==> src/rtl/enc_scanner.sv <==
// Round-robin poll controller for a bank of quadrature encoder handlers.
// Reads each handler's delta once per scan round and keeps saturating per-channel positions.
module enc_scanner #(
    parameter int unsigned N_ENC       = 4,
    parameter int unsigned SCAN_CYCLES = 100000,
    parameter int unsigned POS_WIDTH   = 16,
    parameter int unsigned TIMEOUT     = 15,
    localparam int unsigned SEL_W      = (N_ENC > 1) ? $clog2(N_ENC) : 1
) (
    input  logic                   aclk,
    input  logic                   reset_n,
    output logic [N_ENC-1:0]       enc_read_enable,
    input  logic [N_ENC-1:0]       enc_out_valid,
    input  logic [8*N_ENC-1:0]     enc_out,
    input  logic [SEL_W-1:0]       sel,
    output logic [POS_WIDTH-1:0]   pos,
    input  logic                   pos_clr,
    input  logic [SEL_W-1:0]       pos_clr_sel,
    output logic [N_ENC-1:0]       changed,
    input  logic [N_ENC-1:0]       chg_clr,
    output logic [N_ENC-1:0]       err,
    output logic                   round_done
);

    localparam int unsigned CNT_W = (SCAN_CYCLES > 1) ? $clog2(SCAN_CYCLES) : 1;
    localparam int unsigned TMO_W = (TIMEOUT > 1) ? $clog2(TIMEOUT + 1) : 1;

    localparam logic [1:0] ST_IDLE   = 2'd0;
    localparam logic [1:0] ST_WAIT_V = 2'd1;
    localparam logic [1:0] ST_WAIT_R = 2'd2;
    localparam logic [1:0] ST_NEXT   = 2'd3;

    localparam logic [CNT_W-1:0]     CNT_RELOAD = CNT_W'(SCAN_CYCLES - 1);
    localparam logic [TMO_W-1:0]     TMO_LAST   = TMO_W'(TIMEOUT - 1);
    localparam logic [SEL_W-1:0]     LAST_CH    = SEL_W'(N_ENC - 1);
    localparam logic [POS_WIDTH-1:0] POS_MAX    = {1'b0, {(POS_WIDTH-1){1'b1}}};
    localparam logic [POS_WIDTH-1:0] POS_MIN    = {1'b1, {(POS_WIDTH-1){1'b0}}};

    logic [1:0]                          state_q, state_d;
    logic [CNT_W-1:0]                    cnt_q, cnt_d;
    logic [SEL_W-1:0]                    ch_q, ch_d;
    logic [TMO_W-1:0]                    tmo_q, tmo_d;
    logic [N_ENC-1:0]                    ren_q, ren_d;
    logic [N_ENC-1:0][POS_WIDTH-1:0]     pos_q, pos_d;
    logic [N_ENC-1:0]                    changed_q, changed_d;
    logic [N_ENC-1:0]                    err_q, err_d;
    logic                                round_done_q, round_done_d;

    logic [7:0]             delta_c;
    logic [POS_WIDTH-1:0]   pos_cur_c;
    logic [POS_WIDTH:0]     sum_c;
    logic [POS_WIDTH-1:0]   sat_c;
    logic                   capture_c;

    // One extra bit of headroom makes overflow visible as a sign mismatch in the top two bits.
    assign delta_c   = enc_out[{ch_q, 3'b000} +: 8];
    assign pos_cur_c = pos_q[ch_q];
    assign sum_c     = {pos_cur_c[POS_WIDTH-1], pos_cur_c}
                     + {{(POS_WIDTH-7){delta_c[7]}}, delta_c};

    always_comb begin
        sat_c = sum_c[POS_WIDTH-1:0];
        if (sum_c[POS_WIDTH] != sum_c[POS_WIDTH-1]) begin
            sat_c = sum_c[POS_WIDTH] ? POS_MIN : POS_MAX;
        end
    end

    // Scan sequencing, capture and flag bookkeeping.
    always_comb begin
        state_d      = state_q;
        cnt_d        = cnt_q;
        ch_d         = ch_q;
        tmo_d        = '0;
        pos_d        = pos_q;
        changed_d    = changed_q & ~chg_clr;
        err_d        = err_q;
        round_done_d = 1'b0;
        capture_c    = 1'b0;
        ren_d        = '0;

        case (state_q)
            ST_IDLE: begin
                if (cnt_q == '0) begin
                    state_d = ST_WAIT_V;
                    ch_d    = '0;
                end else begin
                    cnt_d = cnt_q - CNT_W'(1);
                end
            end
            ST_WAIT_V: begin
                if (enc_out_valid[ch_q]) begin
                    capture_c = 1'b1;
                    state_d   = ST_WAIT_R;
                end else if (tmo_q == TMO_LAST) begin
                    err_d[ch_q] = 1'b1;
                    state_d     = ST_NEXT;
                end else begin
                    tmo_d = tmo_q + TMO_W'(1);
                end
            end
            ST_WAIT_R: begin
                if (!enc_out_valid[ch_q]) begin
                    state_d = ST_NEXT;
                end else if (tmo_q == TMO_LAST) begin
                    err_d[ch_q] = 1'b1;
                    state_d     = ST_NEXT;
                end else begin
                    tmo_d = tmo_q + TMO_W'(1);
                end
            end
            default: begin
                if (ch_q == LAST_CH) begin
                    cnt_d   = CNT_RELOAD;
                    ch_d    = '0;
                    state_d = ST_IDLE;
                end else begin
                    ch_d    = ch_q + SEL_W'(1);
                    state_d = ST_WAIT_V;
                end
            end
        endcase

        round_done_d = (state_d == ST_NEXT) && (ch_q == LAST_CH);

        if (capture_c && (delta_c != 8'd0)) begin
            changed_d[ch_q] = 1'b1;
            pos_d[ch_q]     = sat_c;
        end

        // A clear on the channel being captured overrides the new value.
        if (pos_clr && ({1'b0, pos_clr_sel} < (SEL_W+1)'(N_ENC))) begin
            pos_d[pos_clr_sel] = '0;
        end

        if (state_d == ST_WAIT_V) begin
            ren_d = N_ENC'(1) << ch_d;
        end
    end

    always_ff @(posedge aclk) begin
        if (!reset_n) begin
            state_q      <= ST_IDLE;
            cnt_q        <= CNT_RELOAD;
            ch_q         <= '0;
            tmo_q        <= '0;
            ren_q        <= '0;
            pos_q        <= '0;
            changed_q    <= '0;
            err_q        <= '0;
            round_done_q <= 1'b0;
        end else begin
            state_q      <= state_d;
            cnt_q        <= cnt_d;
            ch_q         <= ch_d;
            tmo_q        <= tmo_d;
            ren_q        <= ren_d;
            pos_q        <= pos_d;
            changed_q    <= changed_d;
            err_q        <= err_d;
            round_done_q <= round_done_d;
        end
    end

    assign enc_read_enable = ren_q;
    assign pos             = pos_q[sel];
    assign changed         = changed_q;
    assign err             = err_q;
    assign round_done      = round_done_q;

endmodule

==> config.mk <==
export PLATFORM = sky130hd
export DESIGN_NAME = enc_scanner
export DESIGN_NICKNAME = d
export VERILOG_FILES = /design/src/rtl/enc_scanner.sv
export SDC_FILE = /design/constraint.sdc
export NUM_CORES = 1
export LEC_CHECK = 0
export ABC_AREA = 1
export CELL_PAD_IN_SITES_DETAIL_PLACEMENT = 1
export CELL_PAD_IN_SITES_GLOBAL_PLACEMENT = 2
export CORE_UTILIZATION = 32
export CTS_BUF_LIST = sky130_fd_sc_hd__clkbuf_8
export DETAILED_ROUTE_END_ITERATION = 8
export HOLD_SLACK_MARGIN = 0.02
export PLACE_DENSITY = 0.94
export SYNTH_ARGS = -nofsm -noshare
export SYNTH_HDL_FRONTEND = slang
export SYNTH_SLANG_ARGS = --single-unit
==> constraint.sdc <==
create_clock -name aclk -period 3.3 [get_ports aclk]
set_input_delay 0.825 -clock aclk [delete_from_list [all_inputs] [get_ports aclk]]
set_output_delay 0.825 -clock aclk [all_outputs]
set_load 0.03 [all_outputs]
# Yosys cells after proc, flatten, opt, wreduce, memory -nomap -nowiden
# Index checks and enable logic that the tools add are counted.
# W data, S select, Z words.
word_totals:
  register_bits: 102
  input_bits: 47
  out_inout_bits: 29
  elab_cells: 93
classes:
  addsub: 4
  n_lt_le_gt_ge: 5
  n_eq_ne: 10
  shift: 2
  n_mux: 40
  n_bitwise: 7
  n_reduce_logical: 13
ops:
  columns: ["op", "n"]
  rows:
  - ["$mux W64", 2]
  - ["$mux W16", 6]
  - ["$and A64 B64 Y64", 1]
  - ["$bmux W16 S2", 2]
  - ["$bwmux W64", 1]
  - ["$demux W16 S2", 2]
  - ["$not A64 Y64", 1]
  - ["$mux W17", 2]
  - ["$pmux W17 S2", 1]
  - ["$shiftx A32 B6 Y8", 1]
  - ["$mux W4", 7]
  - ["$add A16 B8 Y17", 1]
  - ["$logic_not A17 Y1", 1]
  - ["$sub A17 B1 Y17 const B", 1]
  - ["$pmux W4 S2", 2]
  - ["$mux W2", 6]
  - ["$lt A2 B3 Y1 const B", 3]
  - ["$or A4 B4 Y4", 2]
  - ["$reduce_bool A8 Y1", 1]
  - ["$eq A2 B2 Y1 const B", 3]
  - ["$ne A2 B2 Y1 const B", 3]
  - ["$pmux W2 S3", 1]
  - ["$reduce_and A3 Y1", 2]
  - ["$mux W1", 5]
  - ["18 further kinds", 24]

# Logic depth before layout (Yosys ltp)
# Gate-level depths: netlist of the first run.
depth:
  ltp_word: 9
  mapped_depth: 24
  ltp_nobuf: 20

# Worst setup path after synthesis of the first run
# No wires, ideal clock.
synth_timing:
  kind: "input to register"
  from: "input port enc_out[8]"
  to: "register pos_q[33] (netlist bit)"
  setup_time_ns: 0.109
  t_arrival_ns: 2.704
  required_ns: 3.191
  setup_slack_ns: 0.487
  cell_stages: 19
  path_buffers: 1
  path_cell_list: "nand2_1 -> nand3_1 -> nand2_1 -> inv_1 -> ha_1 -> fa_1 -> nand2_1 -> nand2_1 -> nand3_1 -> nand2_1 -> nand2_1 -> nand3_1 -> nand2_1 -> nand2_2 -> buf_4 -> nand2_1 -> nand3_1 -> nand2_1 -> inv_1"
synth_via:
  elab_chain_cells: 8
  elab_cells_between_ends: 11
  classes_between: "1 x add/sub; 1 x eq/ne; 1 x shift; 5 x mux; 1 x bitwise; 2 x reduce/logical"
synth_lines:
  columns: ["item", "line_no", "rtl"]
  rows:
  - ["start: declaration", "14", "input logic [8*N_ENC-1:0] enc_out,"]
  - ["$shiftx A32 B6 Y8 *", "56", "assign delta_c = enc_out[{ch_q, 3'b000} +: 8];"]
  - ["$add A16 B8 Y17", "59", "+ {{(POS_WIDTH-7){delta_c[7]}}, delta_c};"]
  - ["$mux W16 or $ne A1 B1 Y1 (tied branches)", "64, 63", null]
  - ["$mux W16", "63", "if (sum_c[POS_WIDTH] != sum_c[POS_WIDTH-1]) begin"]
  - ["$bwmux W64", "127", "pos_d[ch_q] = sat_c;"]
  - ["$mux W64 *", "125", "if (capture_c && (delta_c != 8'd0)) begin"]
  - ["$and A64 B64 Y64 (no source line)", null, null]
  - ["$mux W64 *", "131", "if (pos_clr && ({1'b0, pos_clr_sel} < (SEL_W+1)'(N_ENC))) begin"]
  - ["end signal: assignment", "157", "pos_q <= pos_d;"]
  - ["end: declaration", "44", "logic [N_ENC-1:0][POS_WIDTH-1:0] pos_q, pos_d;"]
# Mark *: on every way between the ends. The rest lies on a longest branch, timed or not.
# A chain may end at the register's enable or synchronous reset.

# Worst setup path in the final report of the first run
layout_timing:
  from: "input port enc_out[7]"
  to: "register pos_q[56] (netlist bit)"
# The elaborated chain is that of the path after synthesis.

==> results of run 1 <==
[layer usage]
layer,up-vias,global-route usage,share of wire
met5,-,0,0
li1,3678,-,-
met4,0,0.0644,0.019
met1,3642,0.271,0.45
met2,152,0.372,0.49
met3,32,0.0276,0.043
[registers in the layout (all words and copies together), names as in the netlist]
register         cells
ch_q                 2
changed              4
cnt_q               17
enc_read_enable      4
err                  4
pos_q               64
round_done           1
state_q              2
tmo_q                4
[path summary, 6_finish.rpt]
kind,cells past startpoint,slack (ns),end
worst max-delay path,20,-0.03,pos_q[56]
worst min-delay path,2,0.48,cnt_q[16]
worst min register to register,2,0.48,cnt_q[16]
worst max register to register,21,0.11,pos_q[56]
[synth_stat cells, types with 2 or more instances]
master    instances
a21oi_1          33
o21a_1           60
clkbuf_1         22
nor3_1           10
dfxtp_1         102
or2_2             2
buf_4             7
xor2_1           10
o211ai_1          5
inv_2             2
buf_6            16
o21ai_1           8
nand2_2           3
o21ai_0          76
inv_1           140
nor2_4            4
o22ai_1          32
buf_2             5
nor2_2            2
ha_1             28
o21bai_1          2
nand2_1         233
xnor2_1           7
nor2_1          126
nand4_1           5
nand3_1         106
[through the flow]
step	total power [mW]	util
2_1_floorplan	1.60	-
3_3_place_gp	1.85	0.398
3_5_place_dp	1.86	0.398
4_1_cts	2.69	0.408
5_1_grt	2.89	0.440
6_report	2.77	0.440
[where the power goes]
group	total (mW)	switching, mW	leakage, nW	internal (mW)
sequential	1.27	0.0158	0.823	1.25
clock	0.830	0.527	0.102	0.303
combinational	0.676	0.387	3.49	0.289
total	2.77	0.930	4.41	1.84
[final cells by class]
type | count | area share
Tap cell | 275 | 0.0373
Clock inverter | 7 | 0.00800
Timing Repair Buffer | 167 | 0.193
Inverter | 144 | 0.0606
Multi-Input combinational cell | 760 | 0.465
Clock buffer | 9 | 0.0134
Sequential cell | 102 | 0.221
Timing Repair inverter | 2 | 0.00176
[cells by family after synthesis]
kind of cell | Yosys count | share of synthesized area
AOI/OAI and AO/OA | 219 | 0.193
and+or+nand+nor | 494 | 0.303
adders and majority gates | 29 | 0.0542
buffers and inverters | 194 | 0.129
xor gates and xnor gates | 17 | 0.0218
DFF | 102 | 0.299
[what timing repair did]
action | in CTS | in global routing
setup buffers | 0 | 12
gates cloned | 0 | 11
pin swaps | 0 | 24
resized for setup | 3 | 90
setup endpoints to repair | 17 | 60
[worst max-delay path, cell delays in order]
cell,delay (ns)
clkdlybuf4s50_1,0.40
nand2_1,0.08
nand3_2,0.08
nand2_4,0.11
clkinvlp_4,0.19
ha_4,0.35
nand2_1,0.09
inv_1,0.11
nand2_1,0.11
nor3_1,0.23
nand2_2,0.13
nand3_4,0.09
nand2_4,0.08
nor2_4,0.22
buf_12,0.15
clkinv_8,0.07
clkbuf_16,0.18
nand3_2,0.07
nand2_1,0.06
inv_1,0.05
==> run metrics, run 1 <==
drt first pass iters=5; most common cell after layout, fill and taps aside=nand2_1; final worst slack=-0.0282 ns; Post-Synthesis Cells=1055; FMAX=300 MHz; design area=9230 um^2; Reg-to-Reg Start=ch_q[0]; gr ovfl total=0; final setup fails=15; Die X-Extent=148 um; first-pass GRT wire length=37.0 mm; Max VDD drop=158 uV; Sink Count=102; Post-DP Area=8340 um^2; CTS Buf Count=9; clk_lat worst skew=0.40 ns; worst min-delay path class=reg2reg; CP Launch Type=primary input; die height=148 um; Final nets=1262; drt total wl=25.3 mm; Tot GR Track Use=0.213; Crit. Startpoint=enc_out[7]; Synth cell types=35; fin cells=1466; crit path time final=3.33 ns; clock-pin slew on the worst setup and hold paths=0.11 ns; die area=21900 um^2; number of global-route vias before repair=7336; pin count of the biggest net entering global routing=55; outcome=finished with violations; area grow syn2layout=35.0%; WL per Instance=17.3 um; pre-CTS WS=-0.493 ns; max-cap violations=0; 1st-iter DRT viols=324; Vias/cell=5.12; Post-CTS Hold Buffers=0; Ys Warns=0; area of the multi-input gates=4290 um^2; Max Fanout on Critical Path=6; most frequent cells in the layout=nand2_1, inv_1, nor2_1, dfxtp_1, nand3_1; Clk Tree Root Cell=clkbuf_8; Worst Path Required=3.65 ns; Core Rows=53; Post-synth ARST share=0; Fin Hold WS=0.477 ns; syn_nets=1131; RD Place Congestion=0.848; Mean Syn Cell Area=6.48 um^2; number of H-tree levels=3; fillers=2675; top cells by area, synth=dfxtp_1, nand2_1, nand3_1; CTS max path bufs=2; Residual DRC=0; initial core utilization=0.326; #FFs+latches synth=102; critical path class=in2reg; power per cell area=301 nW/um^2; failing checks=negative setup slack; HPWL after detailed placement=16.7 mm; number of synthesized flops with an enable pin=0; Final Max Tran Viols=0; initial antenna violation count=0; CTS tree=yes; register area=2040 um^2; setup TNS=-0.191 ns; Hold Startpoint=cnt_q[16]; WP data arrival=3.68 ns; Core ar.=21000 um^2; Ports=76; Tcrit/Tclk final=1.01; Diodes inserted=0; post-synth top area cell=dfxtp_1; post-synthesis sequential area ratio=0.299; critical path capture point type=register; Final Hold Vio Count=0; Worst-Margin Slew=0.799 ns; Mapped Area=6830 um^2; Setup Skew=0.0175 ns; relative slew slack=0.467; LEAKAGE=4.41 nW; share of the synthesized area in the top cell type=0.299; Cells after DPL=1427; Port Buffers=75; antenna viol nets, final=0; fraction of layout cells with a size suffix above 1=0.176; via count=7504; Top FF cell, synth=dfxtp_1
(Power assumes the default switching activity.)
==> inputs of run 2 (changes only) <==
CORE_UTILIZATION = 29   (was 32)
PLACE_DENSITY = 0.86   (was 0.94)
clock period = 2.8 ns   (was 3.3 ns; I/O delays follow)
==> run metrics, run 2 (same netlist as run 1, synthesis figures left out) <==
Crit path buffers/inverters=8 (+1); Tcrit/Tclk final=1.04; Final nets=1320 (+4.6%); Sink Count=102 (unchanged); worst min-delay path class=reg2reg; unrepaired setup endpoints after global routing=true; WL per Instance=17.8 um (+2.9%); Core ar.=22800 um^2 (+9.0%); Setup Skew=0.0248 ns (+0.00734 ns); Diodes inserted=0 (unchanged); Largest Register=pos_q; CP max stage delay=0.40 ns (about the same); clock-pin slew on the worst setup and hold paths=0.11 ns (about the same); slowest stage cell, crit path=dfxtp_4; FMAX=343 MHz; crit path time final=2.92 ns; max-cap violations=0 (unchanged); pre-CTS WS=-0.799 ns (-0.306 ns); Reg-to-Reg Start=ch_q[0]; Crit. Startpoint=ch_q[0]; final setup fails=60 (+45); Worst Path Required=3.14 ns (-0.51 ns); Top Registers=pos_q (64), cnt_q (17); crit-path leading delay family=buffers and inverters; WP data arrival=3.26 ns (-0.42 ns); design area=10500 um^2 (+13%); Die X-Extent=156 um (+5.0%); crit path cell chain=inv_8 > buf_8 > buf_12 > nor2_4 > o22ai_1 > buf_4 > ha_4 > nand2_2 > nand2_2 > nand2_2 > nand2_2 > a21oi_4 > nand2_2 > nand2_2 > nand2_4 > nor2_4 > clkinv_4 > buf_6 > clkbuf_16 > nand3_1 > nand2_1 > inv_1; grt met1 use=0.291 (+0.0204); Port Buffers=75 (unchanged); Worst-Margin Slew=0.841 ns (+0.0416 ns); relative slew slack=0.439 (-0.0278); drt total wl=27.7 mm (+9.6%); via count=7798 (+3.9%); Clk Tree Root Cell=clkbuf_8; Max Fanout on Critical Path=9 (+3); 1st-iter DRT viols=425 (+31%); pin count of the biggest net entering global routing=34 (-38%); fraction of layout cells with a size suffix above 1=0.284 (+0.108); number of H-tree levels=3 (unchanged); Final Util=0.458 (+0.0179); setup TNS=-4.62 ns (-4.43 ns); Ports=76 (unchanged); CTS Buf Count=9 (unchanged); power per cell area=337 nW/um^2 (+12%); CP Launch Type=register; Most Used Layer, Global Route=met2; Final Max Tran Viols=0 (unchanged); Core Rows=55 (+3.8%); slack of the worst reg-to-reg path=-0.12 ns (-0.23 ns); Tot GR Track Use=0.226 (+0.0134); most frequent cells in the layout=nand2_1, inv_1, buf_4, nor2_1, dfxtp_1; met2 Usage GRT=0.388 (+0.0159); Final Hold Vio Count=0 (unchanged); CTS tree=yes; outcome=finished with violations; Post-DP Area=8790 um^2 (+5.3%); LEAKAGE=4.92 nW (+12%); CTS max path bufs=2 (unchanged); die area=24200 um^2 (+10%); most frequent cell on the critical path=nand2_2; antenna viol nets, final=0 (unchanged); failing checks=negative setup slack; max reg flops=64 (unchanged); Max VDD drop=189 uV (+19%); clk_lat worst skew=0.39 ns (about the same); critical path class=reg2reg; HPWL after detailed placement=17.4 mm (+4.2%); RD Place Congestion=0.799 (-5.7%); initial antenna violation count=0 (unchanged); grt met3 use=0.0259 (-0.00170); most common cell after layout, fill and taps aside=nand2_1; first-pass GRT wire length=42.7 mm (+15%); Hold Startpoint=cnt_q[16]; total power=3.53 mW (+27%); Residual DRC=0 (unchanged); area grow syn2layout=53.2%; drt first pass iters=5 (unchanged); die height=156 um (+5.0%); initial core utilization=0.299 (-0.0270); Vias/cell=4.99 (-2.5%); final worst slack=-0.118 ns (-0.0903 ns); critical path capture point type=register; gr ovfl total=0 (unchanged); number of global-route vias before repair=8002 (+9.1%)
==> run 2: cell type report <==
cell class	instances	area, um^2
Fill cell	2810	12400
Clock inverter	5	80.1
Clock buffer	11	151
Inverter	144	563
Sequential cell	102	2050
Timing Repair Buffer	227	2400
Multi-Input combinational cell	760	4840
Tap cell	313	392
==> run 2: routing by layer <==
metal	routed length (um)	up-vias	part of all wire
li1	-	3790	-
met1	12500	3803	0.45
met2	13500	158	0.49
met3	1130	47	0.041
met4	677	0	0.024
met5	0	-	0
==> run 2: path summary, 6_finish.rpt <==
check / to / cells past startpoint
setup / recovery: pos_q[23] / 22
hold reg to reg: cnt_q[16] / 2
setup reg to reg: pos_q[23] / 22
hold / removal: cnt_q[16] / 2
==> run 2: through the flow <==
| step | std cells | hold WS, ns |
|---|---|---|
| detailed placement | 1508 | 0.459 |
| finish | 1562 | 0.471 |
| CTS | 1554 | 0.476 |
| global route | 1562 | 0.509 |
| global placement | 1508 | 0.446 |
| floorplan | 1055 | 0.430 |
==> run 2: repair_timing <==
action | 4_1_cts | 5_1_grt
pin swaps | 33 | 35
setup buffers | 23 | 9
gates resized for setup | 167 | 91
endpoints found under the setup margin | 74 | 67
hold buffers | 0 | 0
cloned | 8 | 2
==> run 2: report_power, final <==
group          switching [mW]  internal [mW]
Sequential             0.0193           1.47
Combinational           0.508          0.413
Clock                   0.557          0.553
Total                    1.09           2.44
==> run 2: worst register-to-register path: cells and delay by family (launching register included) <==
kind	cells	cell delay, ns
DFF	1	0.40
adders and majority gates	1	0.22
and+or+nand+nor	11	0.87
AOI/OAI and AO/OA	2	0.35
buffers and inverters	8	1.02
==> inputs of run 3 (changes only) <==
==> constraint.sdc (replaced) <==
create_clock -name aclk -period 2.8 [get_ports aclk]
set_input_delay 0.56 -clock aclk [delete_from_list [all_inputs] [get_ports aclk]]
set_output_delay 0.56 -clock aclk [all_outputs]
set_load 0.03 [all_outputs]
==> run metrics, run 3 (same netlist as run 1, synthesis figures left out) <==
fraction of layout cells with a size suffix above 1=0.279 (-0.00491); CTS max path bufs=2 (unchanged); Flop pwr share=0.444 (+0.021); Gate power share=0.251 (-0.010); Final Hold Vio Count=0 (unchanged); pin count of the biggest net entering global routing=34 (unchanged); crit path time final=2.89 ns (-0.0328 ns); gr ovfl total=0 (unchanged); unrepaired setup endpoints after global routing=true; Largest Register=pos_q; Diodes inserted=0 (unchanged); Final Util=0.445 (-0.0133); Core Rows=55 (unchanged); fillers=2854 (+1.6%); power per cell area=331 nW/um^2 (-1.8%); CP Launch Type=register; Sw Share=0.307 (-0.00115); most frequent cells in the layout=nand2_1, inv_1, nor2_1, buf_4, dfxtp_1; via count=7648 (-1.9%); 1st-iter DRT viols=366 (-14%); Reg-to-Reg Start=ch_q[0]; WP data arrival=3.19 ns (-0.07 ns); CTS tree=yes; Setup Skew=0.0216 ns (-0.00324 ns); FMAX=347 MHz (+1.1%); final worst slack=-0.0857 ns (+0.0328 ns); Core ar.=22800 um^2 (unchanged); hold depth=2 (unchanged); Tcrit/Tclk final=1.03 (-0.0117); Int Pwr=2.33 mW (-4.4%); Vias/cell=4.96 (-0.59%); drt first pass iters=5 (unchanged); Worst Path Required=3.11 ns (-0.03 ns); Sink Count=102 (unchanged); failing checks=negative setup slack; Clk pwr share=0.305 (-0.010); Ports=76 (unchanged); Clk Tree Root Cell=clkbuf_8; Post-DP Area=8690 um^2 (-1.1%); RD Place Congestion=0.769 (-3.8%); Max Fanout on Critical Path=12 (+3); most common cell after layout, fill and taps aside=nand2_1; number of global-route vias before repair=7635 (-4.6%); hold path endpoint=cnt_q[16]; Reg2Reg Depth=22 (unchanged); area grow syn2layout=48.8%; Hold Startpoint=cnt_q[16]; Final nets=1300 (-1.5%); die area=24200 um^2 (unchanged); Residual DRC=0 (unchanged); design area=10200 um^2 (-2.9%); Port Buffers=75 (unchanged); Post-CTS Hold Buffers=0 (unchanged); clock-pin slew on the worst setup and hold paths=0.11 ns (about the same); initial core utilization=0.299 (unchanged); initial antenna violation count=0 (unchanged); Final Max Tran Viols=0 (unchanged); Tot GR Track Use=0.214 (-0.0123); antenna viol nets, final=0 (unchanged); WL per Instance=17.3 um (-2.5%); switching power=1.03 mW (-5.0%); drt total wl=26.7 mm (-3.8%); Top Registers=pos_q (64), cnt_q (17); die height=156 um (unchanged); max-cap violations=0 (unchanged); max reg flops=64 (unchanged); pre-CTS WS=-0.621 ns (+0.178 ns); Fin Hold WS=0.467 ns (-0.00412 ns); clk_lat worst skew=0.40 ns (about the same); worst min-delay path class=reg2reg; Die X-Extent=156 um (unchanged); slack of the worst reg-to-reg path=-0.09 ns (+0.03 ns); number of H-tree levels=3 (unchanged); Max VDD drop=224 uV (+19%); final setup fails=54 (-10%); Worst R2R End=pos_q[2]; Cells after DPL=1498 (-0.66%); fin cells=1541 (-1.3%); outcome=finished with violations; first-pass GRT wire length=40.4 mm (-5.2%); critical path capture point type=register; critical path class=reg2reg; LEAKAGE=4.76 nW (-3.4%); relative slew slack=0.426 (-0.0131); Worst-Margin Slew=0.860 ns (+0.0196 ns); CTS Buf Count=9 (unchanged); HPWL after detailed placement=17.2 mm (-1.4%)
## run 3: cell count changes in the layout (fill, tap and decap cells not counted), moves of 4 or more
cell / delta
buf_4: -14
nand2_2: +14
clkdlybuf4s50_1: +10
nand3_1: -10
nand3_2: +10
dlygate4sd2_1: -9
nand2_4: -9
buf_6: -6
nand2_8: -5
o21ai_2: +5
a21oi_1: +4
## run 3: layout make-up
type | instances | area [um^2] | share of cell area
multi-input combinational | 759 | 4700 | 0.462
timing repair buffer | 208 | 2270 | 0.223
sequential | 102 | 2050 | 0.201
inverter | 144 | 556 | 0.0546
tap | 313 | 392 | 0.0385
clock buffer | 12 | 165 | 0.0162
clock inverter | 3 | 42.5 | 0.00418
## run 3: repair_timing
item / 4_1_cts / 5_1_grt
cloned: 5 / 5
gates resized for setup: 76 / 147
setup buffers: 12 / 7
endpoints found under the setup margin: 60 / 64
pin swaps: 19 / 46
## run 3: how the worst max path moves through the flow
stage / startpoint / end / slack (ns) / cells past startpoint
2_1_floorplan: ch_q[0] / pos_q[33] / 0.03 / 21
3_3_place_gp: enc_out[15] / pos_q[13] / -0.54 / 15
3_5_place_dp: enc_out[15] / pos_q[61] / -0.62 / 15
4_1_cts: ch_q[0] / pos_q[56] / -0.04 / 21
5_1_grt: ch_q[0] / pos_q[57] / -0.23 / 22
6_report: ch_q[0] / pos_q[2] / -0.09 / 22
## run 3: worst max-delay path, cell delays in order (launching register included)
cell	delay (ns)
dfxtp_4	0.42
inv_6	0.06
buf_12	0.14
buf_8	0.14
o21ai_2	0.11
o22ai_1	0.08
buf_4	0.16
ha_4	0.28
nand2_2	0.05
inv_2	0.09
nand2_4	0.07
nor3_4	0.20
nand2_4	0.09
nand2_2	0.08
nand2_2	0.07
nand2_4	0.11
nor2_4	0.06
inv_4	0.08
buf_12	0.14
clkbuf_16	0.17
nand3_1	0.09
nand2_1	0.08
inv_1	0.04
## run 3: per-layer routing
layer  up-vias  track usage  wire, um
li1       3757            -         -
met1      3714        0.290     12400
met2       155        0.362     12700
met3        22       0.0189      1200
met4         0       0.0593       429
met5         -            0         0
## run 3: metrics by stage
stage          total power [mW]  TNS [ns]
3_5_place_dp               2.22    -34.21
5_1_grt                    3.52    -11.29
3_3_place_gp               2.21    -28.46
2_1_floorplan              1.89         0
6_report                   3.36     -2.29
4_1_cts                    3.30    -0.924
## run 3: power groups by stage
stage	sequential, mW	clock [mW]	combinational (mW)
2_1_floorplan	1.52	0	0.363
3_3_place_gp	1.53	0	0.689
3_5_place_dp	1.53	0	0.695
4_1_cts	1.49	1.05	0.759
5_1_grt	1.50	1.10	0.917
6_report	1.49	1.03	0.844
